$ cat src/rtl/prog_loader_pkg.sv
// Shared types and constants for the program loader.
package prog_loader_pkg;

  // Loader FSM states
  typedef enum logic [2:0] {
    StIdle,
    StLen,
    StLo,
    StHi,
    StCsum,
    StDone,
    StErr
  } pl_state_t;

  // Default frame start marker
  localparam logic [7:0] PL_SYNC_BYTE = 8'hA5;

  // LEN value meaning "fill the whole memory"
  localparam logic [7:0] LEN_ALL = 8'h00;

endpackage

$ cat src/rtl/prog_loader_if.sv
// Byte-source and program-memory signals of the loader, bundled as one interface.
// master: host/bench side; slave: the loader itself.
interface prog_loader_if #(
  parameter int unsigned ADDR_W = 8,
  parameter int unsigned WORD_W = 12
);

  logic              rx_valid;
  logic [7:0]        rx_data;
  logic              rx_ready;
  logic              pm_we;
  logic [ADDR_W-1:0] pm_addr;
  logic [WORD_W-1:0] pm_wdata;
  logic              mcu_hold;
  logic              load_done;
  logic              load_err;

  modport master (
    output rx_valid,
    output rx_data,
    input  rx_ready,
    input  pm_we,
    input  pm_addr,
    input  pm_wdata,
    input  mcu_hold,
    input  load_done,
    input  load_err
  );

  modport slave (
    input  rx_valid,
    input  rx_data,
    output rx_ready,
    output pm_we,
    output pm_addr,
    output pm_wdata,
    output mcu_hold,
    output load_done,
    output load_err
  );

endinterface

$ cat src/rtl/pl_timeout_ctr.sv
// Inter-byte timeout counter, used only when PROG_LOADER_TIMEOUT_EN is defined.
// Counts cycles while run is high; any clear or idle period restarts it.
module pl_timeout_ctr #(
  parameter int unsigned TIMEOUT_CYC = 1024
) (
  input  logic clk,
  input  logic rst,
  input  logic clear,
  input  logic run,
  output logic expired
);

  localparam int unsigned CntW = $clog2(TIMEOUT_CYC) + 1;

  logic [CntW-1:0] r_cnt;

  // Cycle counter; saturates at the expiry value until cleared
  always_ff @(posedge clk) begin
    if (rst || clear || !run) begin
      r_cnt <= '0;
    end else if (!expired) begin
      r_cnt <= r_cnt + CntW'(1);
    end
  end

  assign expired = run && (r_cnt == CntW'(TIMEOUT_CYC - 1));

endmodule

$ cat src/rtl/prog_loader.sv
// Byte-stream program loader: parses SYNC, LEN, LEN x (LO, HI), CSUM frames,
// writes assembled words to program memory and releases the MCU core from
// reset once the checksum verifies.
// Optional build macro: PROG_LOADER_TIMEOUT_EN adds an inter-byte timeout.
module prog_loader
  import prog_loader_pkg::*;
#(
  parameter int unsigned ADDR_W      = 8,
  parameter int unsigned WORD_W      = 12,
  parameter logic [7:0]  SYNC_BYTE   = PL_SYNC_BYTE,
  parameter int unsigned TIMEOUT_CYC = 1024
) (
  input logic          clk,
  input logic          rst,
  prog_loader_if.slave bus
);

  // Bits of the word carried in the HI byte
  localparam int unsigned HiW  = WORD_W - 8;
  // Word counter needs one extra bit to hold 2**ADDR_W
  localparam int unsigned CntW = ADDR_W + 1;

  pl_state_t r_state, w_state_d;

  logic [CntW-1:0]   r_words_left;
  logic [7:0]        r_lo;
  logic [7:0]        r_csum;
  logic              r_rx_ready;
  logic              r_pm_we;
  logic [ADDR_W-1:0] r_pm_addr;
  logic [WORD_W-1:0] r_pm_wdata;
  logic              r_mcu_hold;
  logic              r_load_done;
  logic              r_load_err;

  logic w_acc;
  logic w_is_sync;
  logic w_hi_bad;
  logic w_last;
  logic w_write;
  logic w_timeout;

  assign w_acc     = bus.rx_valid && r_rx_ready;
  assign w_is_sync = (bus.rx_data == SYNC_BYTE);
  // HI byte bits above the word width must be zero
  assign w_hi_bad  = ((bus.rx_data >> HiW) != 8'd0);
  assign w_last    = (r_words_left == CntW'(1));

`ifdef PROG_LOADER_TIMEOUT_EN
  logic w_to_run;
  logic w_to_expired;

  assign w_to_run = (r_state == StLen) || (r_state == StLo) ||
                    (r_state == StHi)  || (r_state == StCsum);

  pl_timeout_ctr #(
    .TIMEOUT_CYC(TIMEOUT_CYC)
  ) u_timeout (
    .clk    (clk),
    .rst    (rst),
    .clear  (w_acc),
    .run    (w_to_run),
    .expired(w_to_expired)
  );

  assign w_timeout = w_to_expired;
`else
  logic w_unused_timeout_cyc;
  assign w_unused_timeout_cyc = (TIMEOUT_CYC == 0);
  assign w_timeout            = 1'b0;
`endif

  // Next-state decode; state only moves on an accepted byte or a timeout
  always_comb begin
    w_state_d = r_state;
    w_write   = 1'b0;
    case (r_state)
      StIdle: begin
        if (w_acc && w_is_sync) w_state_d = StLen;
      end
      StLen: begin
        if (w_acc) w_state_d = StLo;
      end
      StLo: begin
        if (w_acc) w_state_d = StHi;
      end
      StHi: begin
        if (w_acc) begin
          if (w_hi_bad) begin
            w_state_d = StErr;
          end else begin
            w_write   = 1'b1;
            w_state_d = w_last ? StCsum : StLo;
          end
        end
      end
      StCsum: begin
        if (w_acc) w_state_d = (bus.rx_data == r_csum) ? StDone : StErr;
      end
      StDone: begin
        w_state_d = StDone;
      end
      StErr: begin
        if (w_acc && w_is_sync) w_state_d = StLen;
      end
      default: begin
        w_state_d = StIdle;
      end
    endcase
    if (w_timeout && !w_acc) begin
      w_state_d = StErr;
    end
  end

  // State register and registered status outputs derived from the next state
  always_ff @(posedge clk) begin
    if (rst) begin
      r_state     <= StIdle;
      r_rx_ready  <= 1'b0;
      r_mcu_hold  <= 1'b1;
      r_load_done <= 1'b0;
      r_load_err  <= 1'b0;
    end else begin
      r_state     <= w_state_d;
      r_rx_ready  <= (w_state_d != StDone);
      r_mcu_hold  <= (w_state_d != StDone);
      r_load_done <= (w_state_d == StDone);
      r_load_err  <= (w_state_d == StErr);
    end
  end

  // Frame datapath: word count, low-byte latch and running checksum
  always_ff @(posedge clk) begin
    if (rst) begin
      r_words_left <= '0;
      r_lo         <= '0;
      r_csum       <= '0;
    end else if (w_acc) begin
      case (r_state)
        StLen: begin
          r_words_left <= (bus.rx_data == LEN_ALL) ? (CntW'(1) << ADDR_W)
                                                   : CntW'(bus.rx_data);
          r_csum       <= bus.rx_data;
        end
        StLo: begin
          r_lo   <= bus.rx_data;
          r_csum <= r_csum ^ bus.rx_data;
        end
        StHi: begin
          if (!w_hi_bad) begin
            r_csum       <= r_csum ^ bus.rx_data;
            r_words_left <= r_words_left - CntW'(1);
          end
        end
        default: begin
        end
      endcase
    end
  end

  // Write port: one-cycle strobe after HI, address advances after each strobe
  always_ff @(posedge clk) begin
    if (rst) begin
      r_pm_we    <= 1'b0;
      r_pm_addr  <= '0;
      r_pm_wdata <= '0;
    end else begin
      r_pm_we <= w_write;
      if (w_write) begin
        r_pm_wdata <= {bus.rx_data[HiW-1:0], r_lo};
      end
      if (w_acc && (r_state == StLen)) begin
        r_pm_addr <= '0;
      end else if (r_pm_we) begin
        r_pm_addr <= r_pm_addr + ADDR_W'(1);
      end
    end
  end

  assign bus.rx_ready  = r_rx_ready;
  assign bus.pm_we     = r_pm_we;
  assign bus.pm_addr   = r_pm_addr;
  assign bus.pm_wdata  = r_pm_wdata;
  assign bus.mcu_hold  = r_mcu_hold;
  assign bus.load_done = r_load_done;
  assign bus.load_err  = r_load_err;

endmodule

$ cat src/flat_wrapper.sv
// flat-port wrapper written by rule: the top's interface ports become plain ports
module prog_loader_flat import prog_loader_pkg::*;
#(
  parameter int unsigned ADDR_W      = 8,
  parameter int unsigned WORD_W      = 12,
  parameter logic [7:0]  SYNC_BYTE   = PL_SYNC_BYTE,
  parameter int unsigned TIMEOUT_CYC = 1024
)
  (clk, rst, bus_rx_valid, bus_rx_data, bus_rx_ready, bus_pm_we, bus_pm_addr, bus_pm_wdata, bus_mcu_hold, bus_load_done, bus_load_err);
  prog_loader_if #(.ADDR_W(ADDR_W), .WORD_W(WORD_W)) bus_i ();
  input logic clk;
  input logic rst;
  input wire logic [$bits(bus_i.rx_valid)-1:0] bus_rx_valid;
  input wire logic [$bits(bus_i.rx_data)-1:0] bus_rx_data;
  output wire logic [$bits(bus_i.rx_ready)-1:0] bus_rx_ready;
  output wire logic [$bits(bus_i.pm_we)-1:0] bus_pm_we;
  output wire logic [$bits(bus_i.pm_addr)-1:0] bus_pm_addr;
  output wire logic [$bits(bus_i.pm_wdata)-1:0] bus_pm_wdata;
  output wire logic [$bits(bus_i.mcu_hold)-1:0] bus_mcu_hold;
  output wire logic [$bits(bus_i.load_done)-1:0] bus_load_done;
  output wire logic [$bits(bus_i.load_err)-1:0] bus_load_err;
  assign bus_i.rx_valid = bus_rx_valid;
  assign bus_i.rx_data = bus_rx_data;
  assign bus_rx_ready = bus_i.rx_ready;
  assign bus_pm_we = bus_i.pm_we;
  assign bus_pm_addr = bus_i.pm_addr;
  assign bus_pm_wdata = bus_i.pm_wdata;
  assign bus_mcu_hold = bus_i.mcu_hold;
  assign bus_load_done = bus_i.load_done;
  assign bus_load_err = bus_i.load_err;
  prog_loader #(.ADDR_W(ADDR_W), .WORD_W(WORD_W), .SYNC_BYTE(SYNC_BYTE), .TIMEOUT_CYC(TIMEOUT_CYC)) u_core (.clk(clk), .rst(rst), .bus(bus_i));
endmodule
$ cat config.mk
export PLATFORM = sky130hd
export DESIGN_NAME = prog_loader_flat
export DESIGN_NICKNAME = d
export VERILOG_FILES = /design/src/rtl/prog_loader_pkg.sv /design/src/rtl/prog_loader_if.sv /design/src/rtl/pl_timeout_ctr.sv /design/src/rtl/prog_loader.sv /design/src/flat_wrapper.sv
export SDC_FILE = /design/constraint.sdc
export NUM_CORES = 1
export LEC_CHECK = 0
export BUFFER_PORTS_ARGS = -buffer_cell sky130_fd_sc_hd__buf_2
export CORE_MARGIN = 2
export CORE_UTILIZATION = 45
export DETAILED_ROUTE_END_ITERATION = 10
export PLACE_DENSITY_LB_ADDON = 0.25
export SLEW_MARGIN = 25
export SYNTH_ARGS = -nofsm -noshare
export SYNTH_HDL_FRONTEND = slang
export SYNTH_HIERARCHICAL = 1
export SYNTH_SLANG_ARGS = --single-unit
$ cat constraint.sdc
create_clock -name clk -period 1.85 [get_ports clk]
set_clock_uncertainty 0.1 [all_clocks]
set_input_delay 0.2775 -clock clk [delete_from_list [all_inputs] [get_ports clk]]
set_output_delay 0.2775 -clock clk [all_outputs]
set_load 0.01 [all_outputs]
* Yosys cells after proc, flatten, opt, wreduce, memory -nomap -nowiden
Index checks and enable logic that the tools add are counted.
** Word-level totals
- Flip-flop bits (word level) :: 53
- Input port bits :: 11
- Output and inout port bits :: 25
- Word-level logic and storage cells :: 57
** Operators by class
- Eq/ne operators :: 13
- Add/subtract/negate cells :: 2
- Reductions and logical operators :: 13
- Bitwise gates (word level) :: 1
- Muxes and demuxes :: 17
** Operator list (count)
- one-hot mux 8 bit (3 select lines) :: 1
- 2-to-1 mux 3 bit :: 7
- 2-to-1 mux 9 bit :: 2
- one-hot mux 3 bit (6 select lines) :: 1
- one-hot mux 9 bit (2 select lines) :: 1
- == test 3 bit (second input constant) :: 5
- == test 9 x 1 -> 1 bit (second input constant) :: 1
- subtractor 9 x 1 -> 9 bit (second input constant) :: 1
- adder 8 x 1 -> 8 bit (second input constant) :: 1
- == test 8 bit :: 1
- == test 8 bit (second input constant) :: 1
- logical NOT 8 bit :: 1
- 2-to-1 mux 8 bit :: 1
- nonzero test 8 bit :: 1
- XOR 8 bit :: 1
- == test 3 x 2 -> 1 bit (second input constant) :: 2
- AND reduction 3 bit :: 2
- OR reduction 2 bit :: 2
- == test 3 x 1 -> 1 bit (second input constant) :: 1
- logical AND 1 bit :: 3
- logical NOT 3 bit :: 1
- 2-to-1 mux 1 bit :: 3
- inequality test 3 bit (second input constant) :: 1
- nonzero test 3 bit :: 1
- 4 further kinds :: 4

* Logic depth before layout (Yosys ltp)
Gate-level depths: netlist of run 1.
- Depth in word-level cells :: 6
- Gate-level depth with buffers :: 8
- Depth with buffers taken out :: 8

* Worst setup path before layout of run 1
Ideal clock, no wire load.
- Kind :: input to register
- From :: in bus_rx_data[5]
- To :: reg u_core.r_words_left[8]
- Arrival time :: 1624 ps
- Cell stages on the path :: 7
- Required time :: 1622 ps
- Path buffers :: 2
- Library setup time :: 128 ps
- Path slack :: -1 ps
- Path through :: buf_2 or4_4 a211oi_2 buf_4 o21ai_1 a22oi_2 nor2_1
** Between the ends
- Longest elaborated chain between the ends :: 3
- Elaborated cells on any way between the ends :: 6
- Classes of those cells :: eq/ne: 1; mux: 2; reduce/logical: 3
** Ends and longest elaborated chain
- from (decl) :: line flat_wrapper.sv:14 : input wire logic [$bits(bus_i.rx_data)-1:0] bus_rx_data;
- logical NOT 8 bit / nonzero test 8 bit (equally long branches) :: line prog_loader.sv:141, prog_loader.sv:46
- 2-to-1 mux 9 bit / inequality test 2 bit (equally long branches)
- one-hot mux 9 bit (2 select lines) / AND reduction 3 bit (equally long branches)
- to (signal assigned) :: line prog_loader.sv:141 : r_words_left <= (bus.rx_data == LEN_ALL) ? (CntW'(1) << ADDR_W)
- to (signal assigned) :: line prog_loader.sv:152 : r_words_left <= r_words_left - CntW'(1);
- to (decl) :: line prog_loader.sv:25 : logic [CntW-1:0] r_words_left;
Parallel ways exist; a longest one is shown, timed or not.
A chain may end at the register's enable or synchronous reset.

* Final worst setup path of run 1
- From :: reg u_core.r_words_left[0]
- To :: reg u_core.r_words_left[7]
** Between the ends
- Longest elaborated chain between the ends :: 3
** Ends and longest elaborated chain
- subtractor 9 x 1 -> 9 bit :: line prog_loader.sv:152
- 2-to-1 mux 9 bit :: line prog_loader.sv:150 : if (!w_hi_bad) begin
- one-hot mux 9 bit (2 select lines) :: line prog_loader.sv:139 : case (r_state)
Every way passes these cells. The select of a mux whose other input is x is not followed.

==> summary.md, run 1 <==
| Metric | Value |
|---|---|
| Register bit total from synthesis | 53 |
| First DRT Iteration DRCs | 140 |
| Initial antenna violation count | 0 |
| Met2 Use GR | 0.325 |
| Met3 Use GR | 0.0337 |
| Critical path capture point type | flip-flop |
| Crit path to | u_core/r_words_left[7]$_SDFFE_PP0P_ |
| Worst reg2reg path depth | 6 |
| Switching Share | 0.240 |
| Syn Nets | 332 |
| Max Root-Sink Buffers | 2 |
| Total Power | 1.92 mW |
| Avg Vias per Cell | 5.38 |
| Synth cell types | 53 |
| FP Rows | 27 |
| Net Sw Power | between 0.4 and 0.5 mW |
| Inserted Clock Buffers | 5 |
| Avg WL per Cell | roughly 14 um |
| Die Width | 80.1 um |
| Rel. slew slack | 0.567 |
| Synthesized area per cell | 8.20 sq um |
| Sequential fraction of the synthesis area | 0.407 |
| Cell area after layout | 0.00327 sq mm |
| Reg2reg start | u_core/r_words_left[0]$_SDFFE_PP0P_ |
| # diodes | 0 |
| Synth Area in Compound Gates | 0.199 |
| Vias in the first global route | 2,254 |
| Mux share of post-synthesis cell area | 0.0345 |
| DP Area | 0.00312 sq mm |
| Lkg Pwr | between 1 and 1.5 nW |
| Share of cells above drive strength 1 | 0.305 |
| # setup viols final | 0 |
| Clock sink count | between 50 and 60 |
| Met1 Track Usage GR | 0.268 |
| Post-CTS Setup Bufs | 0 |
| Top cells by area in the synthesized netlist | dfxtp_1, nand2_1, nor2_1 |
| Number of hold buffers added after CTS | 0 |
| FF-to-FF setup slack | 0.02 ns |
| Post-Synth XOR/XNOR Area | 0.0537 |
| Startpoint types | flip-flop |
| Synth Area in Adders | 0.0144 |
| RSZ-0062 raised after global routing | yes |
| Clk_lat worst skew | between 0.3 and 0.4 ns |
| Synth Instances | 318 |
| HPWL after detailed placement | around 4.5 mm |
| Initial Util | 0.471 |
| Placer Congestion | ~0.83 |
| Max-Cap Viols | 0 |
| HP Class | primary input to flip-flop |
| Global-route wire length before repair | 10.2 mm |
| Slew Limit Fails | 0 |
| Grt peak-use layer | met2 |
| DRT Pass-1 Iters | 4 |
| Pwr dens | 588 mW/mm^2 |
| Tcrit/Tclk final | 0.987 |
| Place WS | -0.0822 ns |
| Largest family of logic cells by synthesized area | simple AND/OR/NAND/NOR gates |
| Worst Tran Pin Value | 0.647 ns |
| Crit path arrival time | between 1.5 and 2 ns |
| Antenna-violating nets left | 0 |
| Status | finished clean |
| Total negative slack | 0 ns |
| Tmin final | 1.83 ns |
| Fmax | between 500 and 600 MHz |
| Critical R2R Capture | u_core/r_words_left[7]$_SDFFE_PP0P_ |
| Final worst slack | 0.0249 ns |
| Via count | 2,448 |
| Post-synth EDFFs | 0 |
| Nets@finish | 396 |
| Die area | approximately 0.0064 sq mm |
| Ys Warns | 6 |
| CTS Root Cell | clkbuf_8 |
| Synth top area share | 0.407 |
| Reg power frac | 0.593 |
| Post-route DRC | 0 |
| Clock share of power | 0.343 |
| Max VDD drop | 0.419 mV |
| Synthesized area | ~0.0026 sq mm |
| Int Pwr | 1.46 mW |
| CTS clk-pin slew, worst paths | approximately 0.10 ns |
| Largest net degree at the start of global routing | 27 |
| CTS tree | yes |
| Ys flop type | dfxtp_1 |
| Final hold vios | 0 |
| Die Y | 80.1 um |
| Detailed Route WL | slightly above 6 mm |
| Fraction of registers with async set/reset | 0 |
| Count of buffers from port buffering | 35 |
| IO Pins | 36 |
| Critical path fanouts, max | 4 |
| Final hold slack | a little under 0.2 ns |
| Biggest area consumer among synthesized cells | dfxtp_1 |
| Combinational fraction of design power | 0.063 |
| Core area | 0.00554 sq mm |
| Gr ovfl total | 0 |
| Gr usage total | 0.197 |
| H-tree Lvls | 2 |
| CP Class | flip-flop to flip-flop |
| Area grow syn2layout | 25.5% |
| Required time worst endpoint | 2.00 ns |
| Post-Synth Simple-Gate Area | 0.240 |
| CP startpoint | u_core/r_words_left[0]$_SDFFE_PP0P_ |
## registers in the layout, summed over array words and instances (netlist names)
signal	count
u_core/bus.pm_wdata	12
u_core/bus.load_done	1
u_core/bus.rx_ready	1
u_core/r_words_left	9
u_core/bus.load_err	1
u_core/bus.pm_we	1
u_core/bus.mcu_hold	1
u_core/r_lo	8
u_core/r_csum	8
u_core/r_state	3
u_core/bus.pm_addr	8
## layer usage
layer / up-vias / wire [um]
met5: - / 0
met2: 50 / 2870
li1: 1243 / -
met4: 0 / 61
met1: 1147 / 3060
met3: 8 / 240
## cells in the mapped netlist (2+ instances only)
library cell	count
nor3_2	2
o211ai_1	2
clkbuf_1	14
and2_1	3
or4_1	4
buf_6	2
a21oi_1	22
xor2_1	8
nor4_1	4
nand2b_1	2
nand2_1	45
o21ai_1	2
nand3_1	5
nand4_1	5
a22oi_1	10
a31o_2	2
dfxtp_1	53
o41ai_1	2
buf_2	6
ha_1	3
xnor2_1	8
mux2i_1	9
nor3_1	5
nor2_1	40
a311oi_1	2
a211oi_2	2
inv_1	5
and3_1	3
o21ai_0	24
## power by group through the flow
stage	Combinational (mW)	Clock (mW)	Sequential (mW)
6_report	0.122	0.660	1.14
5_1_grt	0.132	0.709	1.14
4_1_cts	0.120	0.682	1.14
3_5_place_dp	0.120	0	1.17
3_3_place_gp	0.120	0	1.17
2_1_floorplan	0.0605	0	1.17
## what timing repair did
action | CTS | global route
gates resized for setup | 4 | 13
pin swaps | 0 | 2
cloned | 0 | 0
setup endpoints to repair | 3 | 11
hold endpoints to repair | 0 | 0
## kinds of logic after synthesis
group / count (synthesis)
adders and majority gates: 3
buffers and inverters: 29
and+or+nand+nor: 129
xor gates and xnor gates: 16
AOI/OAI and AO/OA: 79
DFF: 53
muxes: 9
## layout make-up
type,instances,area (sq um)
fillers,529,2270
multi-input cells,236,1470
flip-flops and latches,53,1060
repair buffers,81,541
well taps,72,90.1
clock buffers,6,72.6
inverters,5,18.8
clock inverters,2,15.0
## placed cells by master (no fill, tap or decap), types with 2 or more instances in the layout
cell type	count
clkinvlp_4	2
o41ai_2	2
nand2_1	45
ha_1	2
nor3_2	3
a22oi_1	10
or4_4	3
or4_1	2
o21ai_1	3
nor4b_2	2
dfxtp_2	2
a211oi_2	2
buf_2	35
mux2i_1	9
a21oi_1	22
nor4_1	3
buf_6	2
a311oi_1	2
nor3_1	4
a31o_2	2
o211ai_1	2
nand3_1	5
and3_1	3
xor2_1	8
nand2b_1	2
and2_1	3
buf_4	43
nor2_1	39
dfxtp_1	51
xnor2_1	8
nand4_1	5
o21ai_0	23
inv_1	5
clkbuf_8	5
## stage by stage
stage / util / cells
floorplan: - / 318
global placement: 0.562 / 447
detailed placement: 0.562 / 447
CTS: 0.582 / 455
global route: 0.591 / 455
finish: 0.591 / 455
## critical path, stage by stage, from the launching register on
cell and delay (ns):
dfxtp_2 0.35, buf_6 0.11, or4_4 0.56, nor4_4 0.18
xor2_1 0.20, o221ai_2 0.11, a21oi_2 0.14
## how the worst min path moves through the flow
| stage | start | to | slack, ns | depth (start not counted) |
|---|---|---|---|---|
| 2_1_floorplan | u_core/r_lo[0]$_SDFFE_PP0P_ | u_core/bus.pm_wdata[0]$_SDFFE_PP0P_ | 0.33 | 2 |
| 3_3_place_gp | u_core/bus.pm_wdata[9]$_SDFFE_PP0P_ | u_core/bus.pm_wdata[9]$_SDFFE_PP0P_ | 0.34 | 2 |
| 3_5_place_dp | u_core/bus.pm_wdata[1]$_SDFFE_PP0P_ | u_core/bus.pm_wdata[1]$_SDFFE_PP0P_ | 0.35 | 2 |
| 4_1_cts | bus_rx_data[7] | u_core/r_lo[7]$_SDFFE_PP0P_ | 0.20 | 3 |
| 5_1_grt | bus_rx_data[7] | u_core/r_lo[7]$_SDFFE_PP0P_ | 0.27 | 3 |
| 6_report | bus_rx_data[7] | u_core/r_lo[7]$_SDFFE_PP0P_ | 0.20 | 3 |
Note: power is estimated with default switching activity, not from simulation.
==> run 2: changes to the inputs <==
--- a/config.mk
+++ b/config.mk
@@ -9,7 +9,7 @@
 export CORE_MARGIN = 2
 export CORE_UTILIZATION = 45
 export DETAILED_ROUTE_END_ITERATION = 10
-export PLACE_DENSITY_LB_ADDON = 0.25
+export PLACE_DENSITY = 0.67
 export SLEW_MARGIN = 25
 export SYNTH_ARGS = -nofsm -noshare
 export SYNTH_HDL_FRONTEND = slang
==> run 2 against run 1 <==
Against the previous run:
- design area is 1.8% lower
- routed wire length grew 1.2%
- global-route usage is 1.2 points higher
- utilization is 1.0 points lower
==> summary.md, run 2 (synthesis gave the netlist of run 1 again) <==
| Metric | Value |
|---|---|
| Nets@finish | 389 (-1.8%) |
| Place WS | -0.0988 ns (-0.0167 ns) |
| Worst Tran Pin Value | 0.464 ns (-0.183 ns) |
| Cell area after layout | 0.00322 sq mm (-1.8%) |
| Core area | 0.00554 sq mm (unchanged) |
| Area occupied by multi-input gates | 0.00146 sq mm (-0.93%) |
| Tcrit/Tclk final | 0.973 (-0.0137) |
| Inserted Clock Buffers | 5 (unchanged) |
| HP Class | primary input to flip-flop |
| Crit-path cells | or4_1, nor4_1, xor2_1, o221ai_2, a21oi_2 |
| DRT Pass-1 Iters | 4 (unchanged) |
| Tmin final | 1.80 ns (-0.0253 ns) |
| Non-Filler Instances | 448 (-1.5%) |
| Worst reg2reg path depth | 5 (-1) |
| Critical path capture point type | flip-flop |
| Avg Vias per Cell | 5.47 (+1.7%) |
| Placer Congestion | 0.850 (+2.1%) |
| Gr ovfl total | 0 (unchanged) |
| Total Power | 2.05 mW (+6.6%) |
| Gr usage total | 0.209 (+0.0125) |
| Placed cells | 440 (-1.6%) |
| Net Sw Power | 0.453 mW (-1.8%) |
| Reg power frac | 0.557 (-0.036) |
| FF-to-FF setup slack | 0.05 ns (+0.03 ns) |
| Switching Share | 0.221 (-0.0190) |
| Largest net degree at the start of global routing | 30 (+11%) |
| FP Rows | 27 (unchanged) |
| CTS Root Cell | clkbuf_8 |
| Post-CTS Setup Bufs | 0 (unchanged) |
| Seq. cell area | 0.00107 sq mm (+0.47%) |
| Fill cells | 531 (+0.38%) |
| H-tree Lvls | 2 (unchanged) |
| Area grow syn2layout | 23.3% |
| CTS clk-pin slew, worst paths | 0.10 ns (about the same) |
| HPWL after detailed placement | 4.59 mm (+2.5%) |
| Final hold slack | 0.224 ns (+0.0258 ns) |
| Via count | 2,452 (+0.16%) |
| CP startpoint | u_core/r_words_left[0]$_SDFFE_PP0P_ |
| Die area | 0.00642 sq mm (unchanged) |
| Die Width | 80.1 um (unchanged) |
| Initial Util | 0.471 (unchanged) |
| Crit-path slowest cell | or4_1 |
| Share of cells above drive strength 1 | 0.290 (-0.0156) |
| Int Pwr | 1.60 mW (+9.3%) |
| Count of buffers from port buffering | 35 (unchanged) |
| # setup viols final | 0 (unchanged) |
| Final worst slack | 0.0502 ns (+0.0253 ns) |
| Reg2reg start | u_core/r_words_left[0]$_SDFFE_PP0P_ |
| Max-Cap Viols | 0 (unchanged) |
| Die Y | 80.1 um (unchanged) |
| Slew Limit Fails | 0 (unchanged) |
| Post-route DRC | 0 (unchanged) |
| Startpoint types | flip-flop |
| Status | finished clean |
| Rel. slew slack | 0.689 (+0.122) |
| RSZ-0062 raised after global routing | yes |
| Clock sink count | 53 (unchanged) |
| Crit path arrival time | 1.95 ns (-0.02 ns) |
| # diodes | 0 (unchanged) |
| Critical path fanouts, max | 6 (+2) |
| CP Class | flip-flop to flip-flop |
| Max VDD drop | 0.434 mV (+3.7%) |
| Final hold vios | 0 (unchanged) |
| Max Root-Sink Buffers | 2 (unchanged) |
| Commonest non-fill, non-tap cell in the layout | dfxtp_1 |
| Required time worst endpoint | 2.00 ns (about the same) |
| Clk_lat worst skew | 0.30 ns (about the same) |
| Slowest stage delay, CP | 0.57 ns (about the same) |
| Global-route wire length before repair | 10.8 mm (+5.9%) |
| IO Pins | 36 (unchanged) |
| Number of hold buffers added after CTS | 0 (unchanged) |
| Clock share of power | 0.386 (+0.043) |
| Crit path to | u_core/r_words_left[7]$_SDFFE_PP0P_ |
| CTS tree | yes |
| Vias in the first global route | 2,319 (+2.9%) |
| Max reg flops | 12 (unchanged) |
| Combinational fraction of design power | 0.057 (-0.006) |
| Avg WL per Cell | 14.1 um (+2.8%) |
| Most frequent cells in the layout | dfxtp_1, nand2_1, nor2_1, buf_4, buf_2 |
| First DRT Iteration DRCs | 105 (-25%) |
| DP Area | 0.00305 sq mm (-2.1%) |
| Lkg Pwr | 1.25 nW (-2.5%) |
| Detailed Route WL | 6.31 mm (+1.2%) |
| Antenna-violating nets left | 0 (unchanged) |
| Initial antenna violation count | 0 (unchanged) |
| Fmax | 556 MHz (+1.4%) |
| Pwr dens | 638 mW/mm^2 (+8.5%) |
| Critical R2R Capture | u_core/r_words_left[7]$_SDFFE_PP0P_ |
-- run 2: changes by cell type in the layout (fill, tap and decap cells not counted), moves of 2 or more --
cell        before  now
clkinvlp_4       2    0
nor4b_2          2    0
nor4b_4          0    2
buf_4           43   39
dfxtp_2          2    6
buf_6            2    0
dfxtp_1         51   47
-- run 2: what timing repair did --
action	4_1_cts	5_1_grt
pin swaps	0	1
gates resized for setup	4	11
setup endpoints to repair	7	22
-- run 2: worst max-delay path: cells and delay by family, from the launching register on --
kind            cells  cell delay (ns)
simple gates        2             0.84
flops               1             0.36
compound gates      2             0.25
xor+xnor            1             0.21
-- run 2: through the flow --
stage,util,setup TNS (ns)
2_1_floorplan,-,0
3_3_place_gp,0.551,-1.19
3_5_place_dp,0.551,-1.94
4_1_cts,0.573,0
5_1_grt,0.581,-0.0990
6_report,0.581,0
-- run 2: layer usage --
layer / GRT usage / up-vias / wire length [um]
met5: 0 / - / 0
met4: 0.0390 / 0 / 48
met3: 0.0427 / 7 / 287
met2: 0.338 / 55 / 2950
met1: 0.292 / 1167 / 3020
li1: - / 1223 / -
-- run 2: how the worst min path moves through the flow --
stage | endpoint | cells after the start | from | slack, ns
floorplan | u_core/bus.pm_wdata[0]$_SDFFE_PP0P_ | 2 | u_core/r_lo[0]$_SDFFE_PP0P_ | 0.33
global placement | u_core/bus.pm_wdata[7]$_SDFFE_PP0P_ | 2 | u_core/r_lo[7]$_SDFFE_PP0P_ | 0.34
detailed placement | u_core/bus.pm_wdata[11]$_SDFFE_PP0P_ | 2 | u_core/bus.pm_wdata[11]$_SDFFE_PP0P_ | 0.34
CTS | u_core/r_words_left[7]$_SDFFE_PP0P_ | 2 | rst | 0.22
global route | u_core/r_words_left[6]$_SDFFE_PP0P_ | 2 | rst | 0.24
finish | u_core/r_words_left[7]$_SDFFE_PP0P_ | 2 | rst | 0.22
-- run 2: area by class of cell --
type,instances,area share
Inverter,5,0.00583
Timing Repair Buffer,74,0.145
Sequential cell,53,0.332
Clock inverter,2,0.0121
Multi-Input combinational cell,236,0.454
Tap cell,72,0.0280
Clock buffer,6,0.0226
-- run 2: power by group through the flow --
stage / sequential (mW) / combinational [mW] / clock, mW
final: 1.14 / 0.117 / 0.792
after global routing: 1.14 / 0.129 / 0.861
after CTS: 1.14 / 0.117 / 0.816
after detailed placement: 1.17 / 0.116 / 0
after global placement: 1.17 / 0.115 / 0
after floorplan: 1.17 / 0.0605 / 0
==> run 3: changes to the inputs <==
--- a/config.mk
+++ b/config.mk
@@ -9,7 +9,7 @@
 export CORE_MARGIN = 2
 export CORE_UTILIZATION = 45
 export DETAILED_ROUTE_END_ITERATION = 10
-export PLACE_DENSITY = 0.67
+export PLACE_DENSITY = 0.68
 export SLEW_MARGIN = 25
 export SYNTH_ARGS = -nofsm -noshare
 export SYNTH_HDL_FRONTEND = slang
==> run 3 against run 2 <==
Against the previous run:
- routed wire length fell by 1.8%
- sequential power barely moved
- largest cell class unchanged
- sequential cell count unchanged
- critical path type unchanged
- critical path depth stayed put
==> summary.md, run 3 (synthesis gave the netlist of run 1 again) <==
| Metric | Value |
|---|---|
| Int Pwr | 1.47 mW (-8.1%) |
| Max VDD drop | 0.358 mV (-18%) |
| Share of cells above drive strength 1 | 0.291 (+0.00155) |
| Hold Path Stages | 2 (unchanged) |
| Reg power frac | 0.588 (+0.031) |
| # setup viols final | 0 (unchanged) |
| Worst reg2reg path depth | 5 (unchanged) |
| Largest delay share family, worst path | simple AND/OR/NAND/NOR gates |
| H-tree Lvls | 2 (unchanged) |
| Tcrit/Tclk final | 0.964 (-0.00920) |
| Clock share of power | 0.350 (-0.036) |
| Post-route DRC | 0 (unchanged) |
| Net Sw Power | 0.474 mW (+4.7%) |
| Inserted Clock Buffers | 5 (unchanged) |
| Max Root-Sink Buffers | 2 (unchanged) |
| Count of buffers from port buffering | 35 (unchanged) |
| FP Rows | 27 (unchanged) |
| Pwr dens | 606 mW/mm^2 (-5.0%) |
| Crit-path cells | or4_1, nor4_2, xor2_1, o221ai_2, a21oi_2 |
| Required time worst endpoint | 2.00 ns (about the same) |
| Fill cells | 536 (+0.94%) |
| Place WS | -0.139 ns (-0.0403 ns) |
| RSZ-0062 raised after global routing | yes |
| Gr usage total | 0.205 (-0.00403) |
| Crit path arrival time | 1.94 ns (about the same) |
| Rel. slew slack | 0.721 (+0.0320) |
| Crit-path slowest cell | or4_1 |
| Die Y | 80.1 um (unchanged) |
| Nets@finish | 387 (-0.51%) |
| Slowest stage delay, CP | 0.59 ns (+0.02 ns) |
| Tmin final | 1.78 ns (-0.0170 ns) |
| CP Class | flip-flop to flip-flop |
| Placer Congestion | 0.896 (+5.4%) |
| Final worst slack | 0.0672 ns (+0.0170 ns) |
| Total Power | 1.94 mW (-5.3%) |
| Worst Tran Pin Value | 0.415 ns (-0.0498 ns) |
| # diodes | 0 (unchanged) |
| Combinational fraction of design power | 0.062 (+0.005) |
| Die area | 0.00642 sq mm (unchanged) |
| CTS clk-pin slew, worst paths | 0.10 ns (about the same) |
| Clk_lat worst skew | 0.31 ns (about the same) |
| CTS Root Cell | clkbuf_8 |
| Final hold vios | 0 (unchanged) |
| Fmax | 561 MHz (+0.95%) |
| IO Pins | 36 (unchanged) |
| CTS tree | yes |
| Critical path capture point type | flip-flop |
| Status | finished clean |
| Gr ovfl total | 0 (unchanged) |
| Startpoint types | flip-flop |
| First DRT Iteration DRCs | 119 (+13%) |
| Clock sink count | 53 (unchanged) |
| Most frequent cells in the layout | dfxtp_1, nand2_1, nor2_1, buf_2, buf_4 |
| Avg WL per Cell | 13.9 um (-1.4%) |
| Core area | 0.00554 sq mm (unchanged) |
| Slew Limit Fails | 0 (unchanged) |
| Worst path bufs/invs | 0 (unchanged) |
| Switching Share | 0.244 (+0.0232) |
| Area grow syn2layout | 23.0% |
| Via count | 2,429 (-0.94%) |
| Max reg flops | 12 (unchanged) |
| HPWL after detailed placement | 4.51 mm (-1.8%) |
| Initial antenna violation count | 0 (unchanged) |
| Lkg Pwr | 1.23 nW (-1.1%) |
| Avg Vias per Cell | 5.45 (-0.49%) |
| HP Class | primary input to flip-flop |
| Crit path depth | 5 (unchanged) |
| DRT Pass-1 Iters | 4 (unchanged) |
| Total negative slack | 0 ns (unchanged) |
| Largest net degree at the start of global routing | 28 (-6.7%) |
| Vias in the first global route | 2,190 (-5.6%) |
| Initial Util | 0.471 (unchanged) |
| Commonest non-fill, non-tap cell in the layout | dfxtp_1 |
| Max-Cap Viols | 0 (unchanged) |
| Die Width | 80.1 um (unchanged) |
| Number of hold buffers added after CTS | 0 (unchanged) |
| Critical path fanouts, max | 6 (unchanged) |
| Antenna-violating nets left | 0 (unchanged) |
| Global-route wire length before repair | 10.4 mm (-3.6%) |
| Detailed Route WL | 6.20 mm (-1.8%) |
-- run 3: cell count changes in the layout (fill, tap and decap cells not counted), sizes merged --
| cell | change |
|---|---|
| clkinvlp | +1 |
| inv | +2 |
| clkinv | -1 |
| buf | -2 |
| clkbuf | -1 |
| bufinv | -1 |
-- run 3: cell type report --
type                    instances  area [sq um]  share of cell area
well taps                      72          90.1              0.0281
clock inverters                 3          25.0             0.00780
multi-input cells             236          1470               0.458
repair buffers                 72           469               0.146
clock buffers                   5          68.8              0.0214
inverters                       5          18.8             0.00585
flip-flops and latches         53          1070               0.333
-- run 3: per-stage QoR --
stage | cells | hold slack (ns) | util | cell area, sq um
floorplan | 318 | 0.331 | - | 2610
global placement | 436 | 0.341 | 0.547 | 3030
detailed placement | 436 | 0.345 | 0.547 | 3030
CTS | 444 | 0.219 | 0.568 | 3150
global route | 446 | 0.237 | 0.579 | 3210
finish | 446 | 0.226 | 0.579 | 3210
-- run 3: path summary, 6_finish.rpt --
path,startpoint,endpoint,slack (ns)
setup reg to reg,u_core/r_words_left[0]$_SDFFE_PP0P_,u_core/r_words_left[7]$_SDFFE_PP0P_,0.07
hold reg to reg,u_core/bus.pm_wdata[11]$_SDFFE_PP0P_,u_core/bus.pm_wdata[11]$_SDFFE_PP0P_,0.36
setup / recovery,u_core/r_words_left[0]$_SDFFE_PP0P_,u_core/r_words_left[7]$_SDFFE_PP0P_,0.07
hold / removal,rst,u_core/r_words_left[5]$_SDFFE_PP0P_,0.23
-- run 3: worst register-to-register path, stage by stage, from the launching register on --
cell,delay (ns)
dfxtp_2,0.36
or4_1,0.59
nor4_2,0.22
xor2_1,0.20
o221ai_2,0.12
a21oi_2,0.13
-- run 3: power by group through the flow --
stage / Clock [mW] / Combinational (mW) / Sequential, mW
after floorplan: 0 / 0.0605 / 1.17
after global placement: 0 / 0.118 / 1.17
after detailed placement: 0 / 0.119 / 1.17
after CTS: 0.706 / 0.119 / 1.14
after global routing: 0.753 / 0.130 / 1.14
final: 0.681 / 0.121 / 1.14
-- run 3: routing by layer --
layer / global-route usage / up-vias / wire length, um / part of all wire
met5: 0 / - / 0 / 0
met4: 0.0644 / 0 / 67 / 0.011
met3: 0.0348 / 5 / 285 / 0.046
met2: 0.321 / 63 / 2900 / 0.47
met1: 0.288 / 1142 / 2940 / 0.47
li1: - / 1219 / - / -
-- run 3: repair_timing --
| action | 4_1_cts | 5_1_grt |
|---|---|---|
| gates resized for setup | 5 | 12 |
| setup buffers | 0 | 2 |
| pin swaps | 0 | 3 |
| endpoints found under the setup margin | 7 | 20 |
